==> src/rtl/matrix_stream_pkg.sv <==
// Shared types and helpers for the matrix result streaming path.
// Holds the stream FSM encoding and tag-width helper.
package matrix_stream_pkg;

  typedef enum logic {
    IDLE   = 1'b0,
    STREAM = 1'b1
  } stream_state_t;

  function automatic int clog2_min1(input int n);
    return (n <= 1) ? 1 : $clog2(n);
  endfunction

endpackage

==> src/rtl/row_col_counter.sv <==
// Row-major 2-D index counter; load zeroes it, advance steps col then row.
// Wrap flags flag the last column / last row of the current index.
module row_col_counter
  import matrix_stream_pkg::*;
#(
  parameter  int M     = 8,
  parameter  int P     = 8,
  localparam int ROW_W = clog2_min1(M),
  localparam int COL_W = clog2_min1(P)
) (
  input  logic             clk,
  input  logic             rst,
  input  logic             load,
  input  logic             advance,
  output logic [ROW_W-1:0] row,
  output logic [COL_W-1:0] col,
  output logic             col_wrap,
  output logic             row_wrap
);

  localparam logic [ROW_W-1:0] ROW_MAX = ROW_W'(M - 1);
  localparam logic [COL_W-1:0] COL_MAX = COL_W'(P - 1);

  logic [ROW_W-1:0] row_q, row_d;
  logic [COL_W-1:0] col_q, col_d;

  assign col_wrap = (col_q == COL_MAX);
  assign row_wrap = (row_q == ROW_MAX);
  assign row      = row_q;
  assign col      = col_q;

  always_comb begin
    row_d = row_q;
    col_d = col_q;
    if (load) begin
      row_d = '0;
      col_d = '0;
    end else if (advance) begin
      if (col_wrap) begin
        col_d = '0;
        row_d = row_wrap ? '0 : row_q + 1'b1;
      end else begin
        col_d = col_q + 1'b1;
      end
    end
  end

  always_ff @(posedge clk or negedge rst) begin
    if (!rst) begin
      row_q <= '0;
      col_q <= '0;
    end else begin
      row_q <= row_d;
      col_q <= col_d;
    end
  end

endmodule

==> src/rtl/matrix_result_streamer.sv <==
// Captures a packed M x P result on done_in and streams it row-major
// over valid/ready with row/col tags and last flags.
module matrix_result_streamer
  import matrix_stream_pkg::*;
#(
  parameter  int RESULT_WIDTH = 16,
  parameter  int M            = 8,
  parameter  int P            = 8,
  localparam int ROW_W        = clog2_min1(M),
  localparam int COL_W        = clog2_min1(P)
) (
  input  logic                        clk,
  input  logic                        rst,
  input  logic                        done_in,
  input  logic [M*P*RESULT_WIDTH-1:0] result_c,
  output logic                        out_valid,
  input  logic                        out_ready,
  output logic [RESULT_WIDTH-1:0]     out_data,
  output logic [ROW_W-1:0]            out_row,
  output logic [COL_W-1:0]            out_col,
  output logic                        out_last_row,
  output logic                        out_last,
  output logic                        busy,
  output logic                        overrun,
  input  logic                        clr_overrun
);

  stream_state_t state_q, state_d;
  logic [M*P*RESULT_WIDTH-1:0] buf_q, buf_d;
  logic overrun_q, overrun_d;

  logic col_wrap, row_wrap;
  logic hs, fin, accept, drop;

  logic [RESULT_WIDTH-1:0] elem [M][P];

  for (genvar i = 0; i < M; i++) begin : g_row
    for (genvar j = 0; j < P; j++) begin : g_col
      assign elem[i][j] =
        buf_q[(i*P+j)*RESULT_WIDTH +: RESULT_WIDTH];
    end
  end

  assign out_valid    = (state_q == STREAM);
  assign busy         = out_valid;
  assign out_last_row = out_valid & col_wrap;
  assign out_last     = out_valid & col_wrap & row_wrap;
  assign out_data     = out_valid ? elem[out_row][out_col] : '0;
  assign overrun      = overrun_q;

  assign hs     = out_valid & out_ready;
  assign fin    = hs & out_last;
  // A new frame may only land when idle or on the closing beat.
  assign accept = done_in & (!out_valid | fin);
  assign drop   = done_in & out_valid & !fin;

  row_col_counter #(
    .M (M),
    .P (P)
  ) u_idx (
    .clk      (clk),
    .rst      (rst),
    .load     (accept),
    .advance  (hs),
    .row      (out_row),
    .col      (out_col),
    .col_wrap (col_wrap),
    .row_wrap (row_wrap)
  );

  always_comb begin
    state_d   = state_q;
    buf_d     = buf_q;
    overrun_d = overrun_q;
    if (accept) begin
      state_d = STREAM;
      buf_d   = result_c;
    end else if (fin) begin
      state_d = IDLE;
    end
    if (drop) overrun_d = 1'b1;
    else if (clr_overrun) overrun_d = 1'b0;
  end

  always_ff @(posedge clk or negedge rst) begin
    if (!rst) begin
      state_q   <= IDLE;
      buf_q     <= '0;
      overrun_q <= 1'b0;
    end else begin
      state_q   <= state_d;
      buf_q     <= buf_d;
      overrun_q <= overrun_d;
    end
  end

endmodule

==> config.mk <==
export PLATFORM = sky130hd
export DESIGN_NAME = matrix_result_streamer
export DESIGN_NICKNAME = d
export VERILOG_FILES = /design/src/rtl/matrix_stream_pkg.sv /design/src/rtl/row_col_counter.sv /design/src/rtl/matrix_result_streamer.sv
export SDC_FILE = /design/constraint.sdc
export NUM_CORES = 1
export LEC_CHECK = 0
export CAP_MARGIN = 25
export CORE_AREA = 2 2 411 413
export CTS_BUF_LIST = sky130_fd_sc_hd__clkbuf_8
export DETAILED_ROUTE_END_ITERATION = 6
export DIE_AREA = 0 0 413 415
export SLEW_MARGIN = 20
export SYNTH_ARGS = -nofsm -noshare
export SYNTH_HDL_FRONTEND = slang
export SYNTH_SLANG_ARGS = --single-unit
==> constraint.sdc <==
create_clock -name clk -period 3.8 [get_ports clk]
set_clock_uncertainty 0.2 [all_clocks]
set_input_delay 0.95 -clock clk [delete_from_list [all_inputs] [get_ports clk]]
set_output_delay 0.95 -clock clk [all_outputs]
set_load 0.02 [all_outputs]
==> out/results.txt, run 1 <==
worst-path fanout max: 6
post-synthesis cell type count: 37
Die Wd: 413 um
WHS Endpoint: buf_q[583]
CTS sink count: 1032
Min-Delay Path Class: register to register
final worst slack: -1.10 ns
DR vias/cell: 4.90
crit-path leading delay family: multiplexers
final net count: 5222
largest net degree at the start of global routing: 88
Metal-1 WL: 82900 um
CTS max path bufs: 3
worst hold path depth: 1
clk root buf: clkbuf_8
period utilization: 1.29
Met2 Wirelength: 100000 um
Crit. End Element: output port
Initial Util: 0.279
R2R Path Start: u_idx.row[1]
Slew Limit Fails: 0
layout cells sized above 1: 0.458
Synth Register Bits: 1032
H-Tree Depth: 4
slowest CP cell: mux4_2
final hold violation count: 0
async set-reset flop share out of synthesis: 1.00
EDFF count, synth: 0
TritonCTS clock tree: built
clock period minus worst slack: 4.90 ns
fin util: 0.401
core area: 167000 um^2
Buf+Inv Stages, Crit Path: 3
post-synthesis sequential area ratio: 0.555
CP peak stage delay: 0.58 ns
list of most frequent post-synthesis cells: 1048 x mux2_2, 1032 x dfrtp_1, 259 x mux4_2
Register-to-Register Path Depth: 12
Fmax: 204 MHz
DRT iter0 DRCs: 2006
drt total wl: 202000 um
I/O Pins: 1056
crit-path cells: buf_12 > buf_12 > mux4_2 > mux4_2 > o211ai_1 > o21ai_2 > buf_6
grt total ovfl: 0
router iterations before antenna repair: 5
critical path class: register to output port
final setup violation count: 16
hold path start: buf_q[583]
Area Overhead vs Synth: 43.4%
Pwr per Cell Area: 591 nW/um^2
post-synth top area share: 0.555
Rows: 150
top layer used by detailed routing: met5
Syn. warnings: 0
met3 routed WL: 13100 um
failing checks: setup timing
Die Ht: 415 um
Yosys top cell by area: dfrtp_1
Least-Margin Pin Slew: 0.763 ns
top-count cell post-synth: mux2_2
GP Congestion: 0.862
vias in the first global route: 34.6k
worst path required time: 2.65 ns
WL/cell: 30.7 um
DRC errors left: 0
clock-pin slew on the worst setup and hold paths: 0.06 ns
Slew headroom: 0.490
worst skew pair latency: 0.93 ns
peak supply drop: 385 uV
Max Cap Viol: 0
Synth Flop Type: dfrtp_1
All-Layer GR Usage: 0.234
first-pass GRT wire length: 277000 um
leakage power: 27.7 nW
top cells by area, synth: dfrtp_1 55%, mux2_2 25%, mux4_2 13%, buf_2 1.4%, mux2i_1 1.4%
Fill cells: 15.7k
Port Buffers: 1055
Syn Area/Cell: 16.3 um^2
initial antenna violation count: 102
Post-Syn Area: 46600 um^2
RSZ-0062 raised after global routing: yes
Post-DRT Antenna Nets: 0
dpl hpwl: 162000 um
Worst Path Arrival: 3.75 ns
worst reg2reg setup slack: 0.31 ns
capturing point of the worst reg2reg path: u_idx.row[1]
Mapped Cells: 2865
Vias: 32.2k
type of origin of the critical path: register
DP Worst Slack: -0.842 ns
CTS buffer count: 186
die area: 171000 um^2
Syn Nets: 3898
status: finished with violations
## cell usage in the layout, fill, tap and decap left out, types with 13 or more instances in the layout
cell type / n
buf_12: 65
buf_4: 193
buf_6: 29
clkbuf_8: 220
clkdlybuf4s50_1: 1032
clkinv_2: 15
dfrtp_1: 1027
diode_2: 54
inv_1: 74
mux2_2: 1042
mux2i_1: 34
mux2i_4: 17
mux4_2: 259
nand2_1: 53
nand2b_1: 19
nand3_1: 21
nor2_1: 17
o21ai_0: 13
## state kept, by name, summed over array words and instances (netlist names)
| signal | cells |
|---|---|
| buf_q | 1024 |
| u_idx.col | 3 |
| busy | 1 |
| u_idx.row | 3 |
| overrun | 1 |
## worst max path at each step
stage / to / from / cells past startpoint
after floorplan: out_data[15] / u_idx.row[1] / 7
after global placement: out_data[11] / u_idx.row[0] / 10
after detailed placement: out_data[11] / u_idx.row[0] / 10
after CTS: out_data[14] / u_idx.row[0] / 8
after global routing: out_data[14] / u_idx.row[0] / 7
final: out_data[14] / u_idx.row[0] / 7
## per-stage QoR
| stage | TNS [ns] | area, um^2 | hold slack, ns | total power [W] | cells |
|---|---|---|---|---|---|
| CTS | -17.82 | 66300 | 0.302 | 0.0397 | 6524 |
| finish | -14.45 | 66800 | 0.301 | 0.0395 | 6582 |
| floorplan | 0 | 46600 | 0.275 | 0.0195 | 2865 |
| detailed placement | -5.76 | 61500 | 0.290 | 0.0274 | 6176 |
| global route | -17.56 | 66700 | 0.310 | 0.0413 | 6557 |
| global placement | -5.85 | 61500 | 0.283 | 0.0274 | 6176 |
## where the power goes
part | internal (W) | switching, W | total, W
clock network | 0.00576 | 0.00484 | 0.0106
registers | 0.0123 | 0.000917 | 0.0132
logic | 0.00788 | 0.00779 | 0.0157
total | 0.0259 | 0.0135 | 0.0395
## cell type report
type | count | area (um^2) | area share
Antenna cell | 54 | 135 | 0.00202
Clock buffer | 220 | 3030 | 0.0453
Clock inverter | 103 | 657 | 0.00984
Inverter | 4 | 17.5 | 0.000262
Multi-Input combinational cell | 1624 | 20600 | 0.308
Sequential cell | 1032 | 25800 | 0.387
Tap cell | 2204 | 2760 | 0.0413
Timing Repair Buffer | 1341 | 13800 | 0.207
## layer usage
layer	GRT usage	up-vias
li1	-	13600
met1	0.296	17100
met2	0.392	1194
met3	0.0563	358
met4	0.0725	56
met5	0	-
## logic make-up (layout without fill, tap and decap cells)
group / after synthesis / in the layout / share of synthesized area
mux: 1370 / 1370 / 0.392
compound gates: 105 / 105 / 0.0145
fa+ha+maj: 4 / 4 / 0.00107
simple gates: 145 / 145 / 0.0143
buf+inv: 209 / 1668 / 0.0234
flops: 1032 / 1032 / 0.555
other cells: 0 / 54 / 0
## worst register-to-register path, stage by stage, from the launching register on
cell,delay [ns]
dfrtp_4,0.50
buf_12,0.17
buf_16,0.16
buf_6,0.18
ha_1,0.19
ha_2,0.21
nand3_1,0.11
nand2_1,0.08
and2_4,0.22
buf_12,0.18
buf_12,0.24
nor4b_1,0.41
a22o_1,0.47
## what timing repair did
action	CTS	global route
setup buffers	21	8
endpoints found under the setup margin	21	17
resized for setup	179	76
hold buffers	1	0
cloned	4	0
pin swaps	17	24
hold endpoints to repair	24	0
No activity file was read; power rests on OpenSTA's default activity.
==> run 2: changes to the inputs <==
--- a/config.mk
+++ b/config.mk
@@ -10,7 +10,6 @@
 export CTS_BUF_LIST = sky130_fd_sc_hd__clkbuf_8
 export DETAILED_ROUTE_END_ITERATION = 6
 export DIE_AREA = 0 0 413 415
-export SLEW_MARGIN = 20
 export SYNTH_ARGS = -nofsm -noshare
 export SYNTH_HDL_FRONTEND = slang
 export SYNTH_SLANG_ARGS = --single-unit
==> results of run 2 <==
Final layout, timing and power as in run 1 (identical DEF).
